==> src/rtl/exec_result_arbiter_if.sv <==
// exec_result_arbiter_if: bundles the functional-unit result ports and the
// common data bus (CDB) of the execute-to-commit result arbiter.
//
// Signal names keep the arbiter-relative direction suffix (_i = into the
// arbiter, _o = out of the arbiter) so they read the same on both sides.
//
// Parameters:
//   NUM_UNITS   number of functional-unit result ports
//   ROBsizeLog  ROB tag width
//
// Signals:
//   unitValid_i     per-unit result valid (each unit's valid_o)
//   unitVal_i       per-unit 64-bit result value
//   unitCommands_i  per-unit 10-bit command bits
//   unitTag_i       per-unit ROB tag
//   unitFlags_i     per-unit 4-bit flags
//   canGo_o         one-hot grant, drives each unit's canGo_i
//   cdbStall_i      ROB cannot accept the current CDB entry
//   cdbValid_o      CDB entry valid
//   cdbVal_o        CDB value
//   cdbCommands_o   CDB commands
//   cdbTag_o        CDB ROB tag
//   cdbFlags_o      CDB flags
//
// Modports:
//   slave   the arbiter itself
//   master  the environment (functional units + ROB)
interface exec_result_arbiter_if #(
    parameter int unsigned NUM_UNITS  = 4,
    parameter int unsigned ROBsizeLog = 4
);
    logic [NUM_UNITS-1:0]                 unitValid_i;
    logic [NUM_UNITS-1:0][63:0]           unitVal_i;
    logic [NUM_UNITS-1:0][9:0]            unitCommands_i;
    logic [NUM_UNITS-1:0][ROBsizeLog-1:0] unitTag_i;
    logic [NUM_UNITS-1:0][3:0]            unitFlags_i;
    logic [NUM_UNITS-1:0]                 canGo_o;

    logic                                 cdbStall_i;
    logic                                 cdbValid_o;
    logic [63:0]                          cdbVal_o;
    logic [9:0]                           cdbCommands_o;
    logic [ROBsizeLog-1:0]                cdbTag_o;
    logic [3:0]                           cdbFlags_o;

    modport slave (
        input  unitValid_i,
        input  unitVal_i,
        input  unitCommands_i,
        input  unitTag_i,
        input  unitFlags_i,
        output canGo_o,
        input  cdbStall_i,
        output cdbValid_o,
        output cdbVal_o,
        output cdbCommands_o,
        output cdbTag_o,
        output cdbFlags_o
    );

    modport master (
        output unitValid_i,
        output unitVal_i,
        output unitCommands_i,
        output unitTag_i,
        output unitFlags_i,
        input  canGo_o,
        output cdbStall_i,
        input  cdbValid_o,
        input  cdbVal_o,
        input  cdbCommands_o,
        input  cdbTag_o,
        input  cdbFlags_o
    );
endinterface

==> src/rtl/exec_result_arbiter.sv <==
// exec_result_arbiter: consumer end of the functional-unit valid/canGo
// handshake. Picks one finished result per cycle and drives the registered
// common data bus toward the ROB and reservation stations.
//
// Ports:
//   clk_i    clock, all state updates on posedge
//   reset_i  asynchronous active-high reset
//   flush_i  kills the CDB entry and blocks grants this cycle
//   bus      exec_result_arbiter_if.slave: unit result ports, canGo grants,
//            CDB outputs and ROB stall
//
// Configuration macro:
//   EXEC_ARB_FIXED_PRIORITY_EN  when defined, lowest index always wins and the
//                               round-robin pointer is not built. Default
//                               (undefined) is round-robin.
module exec_result_arbiter #(
    parameter int unsigned NUM_UNITS  = 4,
    parameter int unsigned ROBsize    = 8,
    parameter int unsigned ROBsizeLog = $clog2(ROBsize + 1)
) (
    input  logic                  clk_i,
    input  logic                  reset_i,
    input  logic                  flush_i,
    exec_result_arbiter_if.slave  bus
);

    localparam int unsigned IdxW = (NUM_UNITS > 1) ? $clog2(NUM_UNITS) : 1;

    logic                  cdb_valid_q, cdb_valid_d;
    logic [63:0]           cdb_val_q, cdb_val_d;
    logic [9:0]            cdb_cmd_q, cdb_cmd_d;
    logic [ROBsizeLog-1:0] cdb_tag_q, cdb_tag_d;
    logic [3:0]            cdb_flags_q, cdb_flags_d;

    logic                  load;
    logic                  grant_found;
    logic [IdxW-1:0]       grant_idx;
    logic [NUM_UNITS-1:0]  can_go;

    // The CDB register accepts a new entry when it is empty or being drained.
    // Reset gating keeps canGo low while reset is held, since the cleared
    // register would otherwise look loadable.
    assign load = ~reset_i & ~flush_i & (~cdb_valid_q | ~bus.cdbStall_i);

`ifdef EXEC_ARB_FIXED_PRIORITY_EN

    // Scan downward so the last assignment is the lowest valid index.
    always_comb begin
        grant_found = 1'b0;
        grant_idx   = '0;
        for (int i = int'(NUM_UNITS) - 1; i >= 0; i--) begin
            if (bus.unitValid_i[IdxW'(i)]) begin
                grant_found = 1'b1;
                grant_idx   = IdxW'(i);
            end
        end
    end

`else

    logic [IdxW-1:0] rr_q, rr_d;
    logic [IdxW-1:0] cand;

    // First valid unit at or above rr_q, wrapping past the top index.
    always_comb begin
        grant_found = 1'b0;
        grant_idx   = '0;
        cand        = '0;
        for (int i = 0; i < int'(NUM_UNITS); i++) begin
            cand = IdxW'((32'(rr_q) + 32'(i)) % NUM_UNITS);
            if (!grant_found && bus.unitValid_i[cand]) begin
                grant_found = 1'b1;
                grant_idx   = cand;
            end
        end
    end

    always_comb begin
        rr_d = rr_q;
        if (load && grant_found) begin
            rr_d = (grant_idx == IdxW'(NUM_UNITS - 1)) ? '0 : grant_idx + 1'b1;
        end
    end

    always_ff @(posedge clk_i or posedge reset_i) begin
        if (reset_i) begin
            rr_q <= '0;
        end else begin
            rr_q <= rr_d;
        end
    end

`endif

    always_comb begin
        can_go = '0;
        if (load && grant_found) begin
            can_go[grant_idx] = 1'b1;
        end
    end

    // Data fields only move on an actual grant; a flush clears valid alone.
    always_comb begin
        cdb_valid_d = cdb_valid_q;
        cdb_val_d   = cdb_val_q;
        cdb_cmd_d   = cdb_cmd_q;
        cdb_tag_d   = cdb_tag_q;
        cdb_flags_d = cdb_flags_q;
        if (flush_i) begin
            cdb_valid_d = 1'b0;
        end else if (load) begin
            cdb_valid_d = grant_found;
            if (grant_found) begin
                cdb_val_d   = bus.unitVal_i[grant_idx];
                cdb_cmd_d   = bus.unitCommands_i[grant_idx];
                cdb_tag_d   = bus.unitTag_i[grant_idx];
                cdb_flags_d = bus.unitFlags_i[grant_idx];
            end
        end
    end

    always_ff @(posedge clk_i or posedge reset_i) begin
        if (reset_i) begin
            cdb_valid_q <= 1'b0;
            cdb_val_q   <= '0;
            cdb_cmd_q   <= '0;
            cdb_tag_q   <= '0;
            cdb_flags_q <= '0;
        end else begin
            cdb_valid_q <= cdb_valid_d;
            cdb_val_q   <= cdb_val_d;
            cdb_cmd_q   <= cdb_cmd_d;
            cdb_tag_q   <= cdb_tag_d;
            cdb_flags_q <= cdb_flags_d;
        end
    end

    assign bus.canGo_o       = can_go;
    assign bus.cdbValid_o    = cdb_valid_q;
    assign bus.cdbVal_o      = cdb_val_q;
    assign bus.cdbCommands_o = cdb_cmd_q;
    assign bus.cdbTag_o      = cdb_tag_q;
    assign bus.cdbFlags_o    = cdb_flags_q;

endmodule

==> src/flat_wrapper.sv <==
// flat-port wrapper written by rule: the top's interface ports become plain ports
module exec_result_arbiter_flat 
#(
    parameter int unsigned NUM_UNITS  = 4,
    parameter int unsigned ROBsize    = 8,
    parameter int unsigned ROBsizeLog = $clog2(ROBsize + 1)
)
  (clk_i, reset_i, flush_i, bus_unitValid_i, bus_unitVal_i, bus_unitCommands_i, bus_unitTag_i, bus_unitFlags_i, bus_canGo_o, bus_cdbStall_i, bus_cdbValid_o, bus_cdbVal_o, bus_cdbCommands_o, bus_cdbTag_o, bus_cdbFlags_o);
  exec_result_arbiter_if #(.NUM_UNITS(NUM_UNITS), .ROBsizeLog(ROBsizeLog)) bus_i ();
  input  logic clk_i;
  input  logic reset_i;
  input  logic flush_i;
  input wire logic [$bits(bus_i.unitValid_i)-1:0] bus_unitValid_i;
  input wire logic [$bits(bus_i.unitVal_i)-1:0] bus_unitVal_i;
  input wire logic [$bits(bus_i.unitCommands_i)-1:0] bus_unitCommands_i;
  input wire logic [$bits(bus_i.unitTag_i)-1:0] bus_unitTag_i;
  input wire logic [$bits(bus_i.unitFlags_i)-1:0] bus_unitFlags_i;
  output wire logic [$bits(bus_i.canGo_o)-1:0] bus_canGo_o;
  input wire logic [$bits(bus_i.cdbStall_i)-1:0] bus_cdbStall_i;
  output wire logic [$bits(bus_i.cdbValid_o)-1:0] bus_cdbValid_o;
  output wire logic [$bits(bus_i.cdbVal_o)-1:0] bus_cdbVal_o;
  output wire logic [$bits(bus_i.cdbCommands_o)-1:0] bus_cdbCommands_o;
  output wire logic [$bits(bus_i.cdbTag_o)-1:0] bus_cdbTag_o;
  output wire logic [$bits(bus_i.cdbFlags_o)-1:0] bus_cdbFlags_o;
  assign bus_i.unitValid_i = bus_unitValid_i;
  assign bus_i.unitVal_i = bus_unitVal_i;
  assign bus_i.unitCommands_i = bus_unitCommands_i;
  assign bus_i.unitTag_i = bus_unitTag_i;
  assign bus_i.unitFlags_i = bus_unitFlags_i;
  assign bus_canGo_o = bus_i.canGo_o;
  assign bus_i.cdbStall_i = bus_cdbStall_i;
  assign bus_cdbValid_o = bus_i.cdbValid_o;
  assign bus_cdbVal_o = bus_i.cdbVal_o;
  assign bus_cdbCommands_o = bus_i.cdbCommands_o;
  assign bus_cdbTag_o = bus_i.cdbTag_o;
  assign bus_cdbFlags_o = bus_i.cdbFlags_o;
  exec_result_arbiter #(.NUM_UNITS(NUM_UNITS), .ROBsize(ROBsize), .ROBsizeLog(ROBsizeLog)) u_core (.clk_i(clk_i), .reset_i(reset_i), .flush_i(flush_i), .bus(bus_i));
endmodule
==> config.mk <==
export PLATFORM = sky130hd
export DESIGN_NAME = exec_result_arbiter_flat
export DESIGN_NICKNAME = d
export VERILOG_FILES = /design/src/rtl/exec_result_arbiter_if.sv /design/src/rtl/exec_result_arbiter.sv /design/src/flat_wrapper.sv
export SDC_FILE = /design/constraint.sdc
export NUM_CORES = 1
export LEC_CHECK = 0
export ABC_CLOCK_PERIOD_IN_PS = 4400
export CORE_AREA = 2 2 163 165
export CTS_CLUSTER_DIAMETER = 40
export CTS_CLUSTER_SIZE = 20
export DETAILED_ROUTE_END_ITERATION = 7
export DIE_AREA = 0 0 165 167
export HOLD_SLACK_MARGIN = 0.12
export PLACE_DENSITY = 0.67
export SETUP_SLACK_MARGIN = 0.15
export SLEW_MARGIN = 25
export SYNTH_ARGS = -nofsm -noshare
export SYNTH_HDL_FRONTEND = slang
export SYNTH_SLANG_ARGS = --single-unit
==> constraint.sdc <==
create_clock -name clk_i -period 4.4 [get_ports clk_i]
set_clock_uncertainty 0.1 [all_clocks]
set_input_delay 1.32 -clock clk_i [delete_from_list [all_inputs] [get_ports clk_i]]
set_output_delay 1.32 -clock clk_i [all_outputs]
set_load 0.05 [all_outputs]
After elaboration in Yosys (flattened, before gate mapping)
Index checks and enable logic that the tools add are counted.
{"block": "word_totals", "regBits": 85, "output_inout_bits": 87, "word_cells": 64}
{"block": "classes", "addsub": 4, "order_cmp": 6, "n_eq_ne": 1, "mux": 30, "bitwise": 7, "reduce_logical": 10}
{"cell": "64-bit binary-select mux with 2-bit select", "n": 1}
{"cell": "64-bit two-way mux", "n": 1}
{"cell": "10-bit binary-select mux with 2-bit select", "n": 1}
{"cell": "4-bit binary-select mux with 2-bit select", "n": 2}
{"cell": "2-bit by 3-bit < comparator with 1-bit output, second input constant", "n": 5}
{"cell": "4-bit two-way mux", "n": 3}
{"cell": "1-bit two-way mux", "n": 11}
{"cell": "10-bit two-way mux", "n": 1}
{"cell": "2-bit two-way mux", "n": 5}
{"cell": "1-bit binary-select mux with 2-bit select", "n": 4}
{"cell": "1-bit logical AND", "n": 5}
{"cell": "2-bit by 1-bit adder with 2-bit output, second input constant", "n": 2}
{"cell": "2-bit adder, second input constant", "n": 2}
{"cell": "1-bit NOT", "n": 4}
{"cell": "1-bit logical NOT", "n": 3}
{"cell": "3-bit AND reduction", "n": 1}
{"cell": "1-bit AND", "n": 2}
{"cell": "1-bit demux with 2-bit select", "n": 1}
{"cell": "2-bit == test, second input constant", "n": 1}
{"cell": "2-bit by 1-bit >= comparator with 1-bit output, second input constant", "n": 1}
{"cell": "2-bit nonzero test", "n": 1}
{"cell": "1-bit bitwise OR", "n": 1}

Depth between registers and ports, before layout
Gate-level depths: netlist of the first run.
{"block": "logic_depth", "ltp_word": 17, "mapped_depth": 10, "ltp_nobuf": 7}

Worst setup path after synthesis of the first run
Ideal clock, no wire load.
{"block": "synth_timing", "path_type": "input to output", "from": "input reset_i", "to": "output bus_canGo_o[2]", "arrival_ps": 3204, "required_time_ps": 2980, "setup_slack_ps": -224, "path_stages": 5, "path_cell_list": "a211o_1 -> nor2_1 -> buf_2 -> o21ai_1 -> nor3_1"}
{"block": "synth_between", "elab_chain_len": 5}
{"item": "from (decl)", "line_no": "flat_wrapper.sv:11", "source": "input logic reset_i;"}
{"item": "1-bit NOT", "line_no": "exec_result_arbiter.sv:43", "source": "assign load = ~reset_i & ~flush_i & (~cdb_valid_q | ~bus.cdbStall_i);"}
{"item": "1-bit AND (2 in series)", "line_no": "exec_result_arbiter.sv:43"}
{"item": "1-bit logical AND", "line_no": "exec_result_arbiter.sv:97", "source": "if (load && grant_found) begin"}
{"item": "4-bit two-way mux", "line_no": "exec_result_arbiter.sv:97"}
{"item": "to (decl)", "line_no": "flat_wrapper.sv:18", "source": "output wire logic [$bits(bus_i.canGo_o)-1:0] bus_canGo_o;"}
Every way passes these cells.

Worst setup path after layout of the first run
{"block": "layout_timing", "from": "input bus_unitValid_i[1]", "to": "output bus_canGo_o[3]"}
{"block": "layout_between", "elab_chain_len": 17, "word_cells_on_any_way": 29, "classes_between": "2 x order compare; 19 x mux; 8 x reduce/logical"}
{"item": "from (decl)", "line_no": "flat_wrapper.sv:13", "source": "input wire logic [$bits(bus_i.unitValid_i)-1:0] bus_unitValid_i;"}
{"item": "1-bit binary-select mux with 2-bit select", "line_no": "exec_result_arbiter.sv:71", "source": "if (!grant_found && bus.unitValid_i[cand]) begin"}
{"item": "1-bit two-way mux (not written as such)", "line_no": "exec_result_arbiter.sv:71"}
{"item": "1-bit two-way mux", "line_no": "exec_result_arbiter.sv:71"}
{"item": "1-bit logical NOT", "line_no": "exec_result_arbiter.sv:71"}
{"item": "1-bit logical AND", "line_no": "exec_result_arbiter.sv:71"}
{"item": "1-bit two-way mux", "line_no": "exec_result_arbiter.sv:71"}
{"item": "1-bit logical NOT", "line_no": "exec_result_arbiter.sv:71"}
{"item": "1-bit logical AND", "line_no": "exec_result_arbiter.sv:71"}
{"item": "1-bit two-way mux", "line_no": "exec_result_arbiter.sv:71"}
{"item": "1-bit logical NOT", "line_no": "exec_result_arbiter.sv:71"}
{"item": "1-bit logical AND", "line_no": "exec_result_arbiter.sv:71"}
{"item": "2-bit two-way mux", "line_no": "exec_result_arbiter.sv:71"}
{"item": "2-bit by 3-bit < comparator with 1-bit output (not written as such) or 2-bit by 1-bit >= comparator with 1-bit output (tied branches)", "line_no": "exec_result_arbiter.sv:98", "source": "can_go[grant_idx] = 1'b1;"}
{"item": "1-bit logical AND (not written as such)", "line_no": "exec_result_arbiter.sv:98"}
{"item": "1-bit two-way mux (not written as such)", "line_no": "exec_result_arbiter.sv:98"}
{"item": "1-bit demux with 2-bit select"}
{"item": "4-bit two-way mux *", "line_no": "exec_result_arbiter.sv:97"}
Every way passes the cells marked *; elsewhere a longest branch is shown, timed or not. The select of a mux whose other input is x is not followed.

==> impl_results.md, run 1 <==
* Total CTS buffers at 9
* Maximum fanout along the worst path at 6
* EDFF count, synth at 0
* Routed length per instance at around 18 um
* Maxcap violations at 0
* IO Count at 423
* Port Buffer Count at roughly 420
* Syn_nets at approximately 840
* Leak at 4.39 nW
* RSZ-0062 raised after global routing: true
* Post-Syn Instances at 500
* # placed instances at 1229
* Final net count at roughly 1.2k
* # rows at between 50 and 60
* Final hold vios at 0
* Worst-path cell chain: clkdlybuf4s50_1, buf_4, o21a_1, nor2_4, ha_1, and2_1, buf_6
* Vias at approximately 5.8k
* Final min period at 4.22 ns
* Crit Path Category: in -> out
* Mapped cell area at between 5000 and 6000 um2
* Worst r2r src: u_core.rr_q[0]
* Worst-Skew Late Latency at about 0.34 ns
* Pin count of the biggest net entering global routing at 130
* Worst Tran Pin Value at between 1 and 1.5 ns
* Critical path endpoint category: output port
* Post-DP HPWL at 17000 um
* Fillcell total at 2584
* Placed Area at between 9000 and 10000 um2
* Ys async rst share at 100%
* Req. time, crit path at 2.98 ns
* Routed WL at 22600 um
* Setup violations, final at 0
* Power Total at around 5.6 mW
* Initial core utilization at 21.0%
* Max stage delay on crit path at 0.54 ns
* Slew Limit Fails at 0
* F_max at 237 MHz
* CP startpoint: bus_unitValid_i[1]
* Via density at 4.62
* Most common flop cell mapped by yosys: dfrtp_1
* Post-CTS setup buffer count at 0
* First-pass GRT wire length at 33200 um
* Critical path's top delay family: buffers and inverters
* Die ar. at 27600 um2
* Syn avg cell area at 10.8 um2
* Ratio of cells with drive above 1 in the final layout at 6.70%
* Worst path buffer plus inverter count at 3
* Worst Path Arrival at 2.80 ns
* Area delta synth->final at 89.5%
* H-tree levels at 3
* Worst-path clk slew at 0.07 ns
* Final setup margin at between 0.15 and 0.2 ns
* GRT Total Usage at 15.5%
* Non-filler instance count after layout at approximately 1.2k
* Chip width at 165 um
* Detailed Route Iter0 Violations at 225
* Clock Tree Buf Depth at 2
* Synth warn at 0
* Root buffer cell: clkbuf_16
* Final period utilization at between 90 and 100%
* Sink Count at 85
* Global route overflow at 0
* Final Instance Area at 10200 um2
* Slowest stage cell on the critical path: clkdlybuf4s50_1
* Slew margin rel. at 25.8%
* Worst setup SP type: input pin
* Routed Antenna Nets at 0
* Yosys cell types at 36
* CORE AREA at 25800 um2
* Sequential cell area fraction in the yosys report at around two fifths
* Initial DRT Pass Iterations at 4
* Place WS at between 0.1 and 0.15 ns
* Synth Register Bits at 85
* Die Ht at between 150 and 200 um
* TritonCTS clock tree: yes
* Outcome: finished clean
* Hold_sp: u_core.bus.cdbVal_o[33]
* TNS Setup at 0 ns
* Peak supply drop at roughly 0.00032 V
* DR DRC count at 0
* Vias in the first global route at 5989
* Initial antenna violation count at 2
* RD Place Congestion at 0.822
* Type of the most critical hold path: reg -> reg
* PD cells at 549 nW/um2
## path summary, 6_finish.rpt
kind                       slack (ns)  cells after the start                 endpoint
min in group asynchronous        1.45                      3    u_core.bus.cdbValid_o
max                              0.18                      7           bus_canGo_o[3]
max in group asynchronous        2.02                      4   u_core.bus.cdbVal_o[5]
min reg2reg                      0.39                      2  u_core.bus.cdbVal_o[33]
max reg2reg                      1.71                      7  u_core.bus.cdbVal_o[25]
min                              0.39                      2  u_core.bus.cdbVal_o[33]
## state kept, by name, indices dropped and copies added, names as in the netlist
name,cells
u_core.bus.cdbCommands_o,10
u_core.bus.cdbFlags_o,4
u_core.bus.cdbTag_o,4
u_core.bus.cdbVal_o,64
u_core.bus.cdbValid_o,1
u_core.rr_q,2
## cells in the mapped netlist (3+ instances only)
cell type    n  share of area, %
nor2_1      28               1.9
mux2i_1    139                26
o22ai_1     26               3.0
o21ai_1      3              0.28
o221ai_1    57               9.2
a221oi_1    25               4.0
bufbuf_8     3               1.0
buf_2       21               1.9
dfrtp_1     85                39
clkbuf_1    11              0.76
buf_12       9               3.3
nand2_1     61               4.2
## stage by stage
stage               utilization, %  hold WS, ns
floorplan                        -        0.389
global placement              38.4        0.368
detailed placement            38.4        0.373
CTS                           39.7        0.390
global route                  39.8        0.414
finish                        39.8        0.387
## cell families after synthesis
logic type	Yosys count	synth area share, %
buffers and inverters	51	8.05
flip-flops	85	39.3
AO/OA/AOI/OAI	124	19.0
AND/OR/NAND/NOR	100	7.70
adder cells (fa/ha/maj)	1	0.231
multiplexers	139	25.7
## cell type report
| type | instances | area [um2] | share of cell area, % |
|---|---|---|---|
| Multi-Input combinational cell | 364 | 2900 | 28.3 |
| Clock buffer | 12 | 256 | 2.50 |
| Inverter | 4 | 16.3 | 0.159 |
| Timing Repair Buffer | 442 | 4470 | 43.6 |
| Antenna cell | 1 | 2.50 | 0.0244 |
| Tap cell | 335 | 419 | 4.09 |
| Clock inverter | 4 | 56.3 | 0.549 |
| Sequential cell | 85 | 2130 | 20.8 |
## cell usage in the layout, fill, tap and decap left out, types with 2 or more instances in the layout
cell type        instances
and2b_4                  2
nor2_4                   2
dfrtp_1                 85
nand2_2                  2
inv_2                    2
mux2i_1                139
o21a_1                   2
clkbuf_8                 2
clkinv_4                 3
dlygate4sd2_1            3
o22ai_1                 26
o21ai_2                  2
nand2_1                 60
buf_6                    2
o21ai_0                  2
nor2_1                  26
o221ai_1                57
clkdlybuf4s50_1        415
o21ai_1                  2
buf_4                   14
clkbuf_16                9
a221oi_1                25
buf_12                   8
## worst register-to-register path, delay by kind of cell (launching register included)
kind	cells	cell delay [ns]
buf+inv	2	1.07
flops	1	0.43
mux	1	0.23
simple gates	1	0.32
compound gates	3	0.40
## routing by layer
layer | wire length [um] | track usage [%] | up-vias
met4 | 344 | 4.08 | 2
met5 | 12 | 0 | -
li1 | - | - | 2741
met2 | 11400 | 27.9 | 286
met1 | 8780 | 17.8 | 2719
met3 | 2070 | 4.56 | 19
## report_power, final
part | internal (mW) | leakage (nW) | total (mW) | switching, mW
Clock | 0.475 | 0.153 | 0.816 | 0.341
Combinational | 1.41 | 3.21 | 3.52 | 2.10
Sequential | 1.10 | 1.02 | 1.29 | 0.193
Total | 2.99 | 4.39 | 5.63 | 2.64
## what timing repair did
| item | 4_1_cts | 5_1_grt |
|---|---|---|
| gates resized for setup | 10 | 3 |
| setup endpoints to repair | 3 | 2 |
| pin swaps | 2 | 3 |
| hold buffers | 0 | 0 |
| gates cloned | 0 | 0 |
Power figures use the tool's default switching activity.
==> run 2: changes to the inputs <==
--- a/config.mk
+++ b/config.mk
@@ -6,13 +6,13 @@
 export NUM_CORES = 1
 export LEC_CHECK = 0
 export ABC_CLOCK_PERIOD_IN_PS = 4400
-export CORE_AREA = 2 2 163 165
+export CORE_AREA = 4 4 161 163
 export CTS_CLUSTER_DIAMETER = 40
-export CTS_CLUSTER_SIZE = 20
+export CTS_CLUSTER_SIZE = 10
 export DETAILED_ROUTE_END_ITERATION = 7
 export DIE_AREA = 0 0 165 167
 export HOLD_SLACK_MARGIN = 0.12
-export PLACE_DENSITY = 0.67
+export PLACE_DENSITY = 0.69
 export SETUP_SLACK_MARGIN = 0.15
 export SLEW_MARGIN = 25
 export SYNTH_ARGS = -nofsm -noshare
==> run 2 against run 1 <==
  * Register-to-register slack lost 0.02 ns
  * Wire length up 4.9%
  * Clock power shrank 4.8%
  * Sequential power is essentially flat
  * Die area stayed put
  * Utilization grew 2.1 points
  * Worst hold slack hardly changed
  * Sequential share of layout area grew 0.12 points
  * Combinational power about the same
  * Critical path type unchanged
==> impl_results.md, run 2 (synthesis results as in run 1) <==
* F_max at 239 MHz (+1.1%)
* Req. time, crit path at 2.98 ns (about the same)
* Port Buffer Count at 422 (unchanged)
* Maximum fanout along the worst path at 4 (-2)
* TNS Setup at 0 ns (unchanged)
* Chip width at 165 um (unchanged)
* Vias in the first global route at 5945 (-0.73%)
* Final min period at 4.18 ns (-0.0440 ns)
* Worst Path Arrival at 2.76 ns (-0.04 ns)
* Slew margin rel. at 20.5% (-5.2 points)
* PD cells at 547 nW/um2 (-0.43%)
* R2r worst-path depth at 6 (-1)
* Most frequent cells in the layout: 414 x clkdlybuf4s50_1, 139 x mux2i_1, 85 x dfrtp_1
* Root buffer cell: clkbuf_16
* Detailed Route Iter0 Violations at 215 (-4.4%)
* Worst-path clk slew at 0.06 ns (about the same)
* Vias at 5722 (-0.78%)
* Worst Tran Pin Value at 1.19 ns (+0.0782 ns)
* Max reg flops at 64 (unchanged)
* Global route overflow at 0 (unchanged)
* CP startpoint: reset_i
* CORE AREA at 24300 um2 (-5.6%)
* Post-DP HPWL at 18300 um (+7.6%)
* Peak supply drop at 0.000372 V (+15%)
* # placed instances at 1216 (-1.1%)
* Sink Count at 85 (unchanged)
* Final hold vios at 0 (unchanged)
* Ratio of cells with drive above 1 in the final layout at 6.28% (-0.42 points)
* Via density at 4.64 (+0.35%)
* Total CTS buffers at 9 (unchanged)
* Initial antenna violation count at 1 (-1)
* Die ar. at 27600 um2 (unchanged)
* Worst r2r src: u_core.rr_q[0]
* # rows at 57 (-3.4%)
* Outcome: finished clean
* IO Count at 423 (unchanged)
* Leak at 4.36 nW (-0.70%)
* Internal reg-to-reg setup slack at 1.69 ns (-0.02 ns)
* Placed Area at 9850 um2 (-0.29%)
* TritonCTS clock tree: yes
* H-tree levels at 3 (unchanged)
* Crit Path Category: in -> out
* Setup violations, final at 0 (unchanged)
* First-pass GRT wire length at 34100 um (+2.6%)
* Critical Path End: bus_canGo_o[2]
* RD Place Congestion at 0.766 (-6.8%)
* Routed Antenna Nets at 0 (unchanged)
* RSZ-0062 raised after global routing: false
* Routed WL at 23700 um (+4.9%)
* Type of the most critical hold path: reg -> reg
* Final period utilization at 95.0% (-1.0 points)
* Worst-Skew Late Latency at 0.34 ns (about the same)
* Non-filler instance count after layout at 1233 (-1.1%)
* Util after Layout at 41.9% (+2.1 points)
* DR DRC count at 0 (unchanged)
* Final net count at 1240 (-0.24%)
* Critical R2R Capture: u_core.bus.cdbVal_o[23]
* Final Instance Area at 10200 um2 (-0.59%)
* Initial DRT Pass Iterations at 4 (unchanged)
* Area delta synth->final at 88.4%
* Pin count of the biggest net entering global routing at 140 (+7.7%)
* Clock Tree Buf Depth at 2 (unchanged)
* Maxcap violations at 0 (unchanged)
* Die Ht at 167 um (unchanged)
* Critical path endpoint category: output port
* GRT Total Usage at 16.0% (+0.45 points)
* Initial core utilization at 22.2% (+1.2 points)
* Post-CTS setup buffer count at 0 (unchanged)
* Hold Slack at 0.387 ns (+0.0000530 ns)
* Worst setup SP type: input pin
* Slew Limit Fails at 0 (unchanged)
* Routed length per instance at 19.2 um (+6.1%)
* Commonest non-fill, non-tap cell in the layout: clkdlybuf4s50_1
==> run 2: changes by cell type in the layout (fill, tap and decap cells not counted), sizes merged <==
cell,before,now
dlygate4sd2,3,2
clkdlybuf4s50,415,414
bufinv,1,0
dlymetal6s2s,0,1
buf,24,21
clkdlybuf4s15,0,1
clkinvlp,0,3
clkinv,4,2
==> run 2: worst max-delay path, stage by stage <==
cell	delay (ns)
clkdlybuf4s50_1	0.47
a211o_1	0.32
nor2_4	0.14
o21ai_2	0.09
nor3_2	0.23
buf_12	0.17
==> run 2: where the power goes <==
part / switching, mW / total [mW] / internal [mW]
logic: 2.10 / 3.51 / 1.41
registers: 0.186 / 1.29 / 1.10
clock network: 0.346 / 0.777 / 0.431
==> run 2: cell type report <==
cell class	instances	area, um2
Clock buffer	12	267
Timing Repair Buffer	439	4440
Inverter	4	16.3
Tap cell	324	405
Antenna cell	1	2.50
Multi-Input combinational cell	364	2900
Sequential cell	85	2130
Fill cell	2438	14100
Clock inverter	4	31.3
==> run 2: how the worst min path moves through the flow <==
stage,slack [ns],to,from,cells after the start
after global routing,0.42,u_core.bus.cdbCommands_o[2],u_core.bus.cdbCommands_o[2],2
final,0.39,u_core.bus.cdbTag_o[2],u_core.bus.cdbTag_o[2],2
after floorplan,0.39,u_core.rr_q[0],u_core.rr_q[0],2
after detailed placement,0.37,u_core.bus.cdbVal_o[13],u_core.bus.cdbVal_o[13],2
after CTS,0.39,u_core.bus.cdbVal_o[13],u_core.bus.cdbVal_o[13],2
after global placement,0.37,u_core.bus.cdbVal_o[47],u_core.bus.cdbVal_o[47],2
==> run 2: layer usage <==
metal  global-route usage (%)  vias up  share of wire (%)
met4                     4.20        0                1.6
li1                         -     2740                  -
met2                     29.2      269                 52
met3                     4.37       21                9.5
met5                        0        -                  0
met1                     18.1     2692                 37
==> run 2: per-stage QoR <==
| stage | total power [mW] | setup WS, ns |
|---|---|---|
| final | 5.57 | 0.222 |
| after global routing | 5.86 | 0.156 |
| after CTS | 5.64 | 0.169 |
| after detailed placement | 4.83 | 0.0406 |
| after global placement | 4.80 | 0.0805 |
| after floorplan | 3.70 | 0.146 |
==> run 2: repair_timing <==
action                                  4_1_cts  5_1_grt
hold buffers                                  0        0
resized for setup                             6        5
endpoints found under the setup margin        3        3
pin swaps                                     3        3
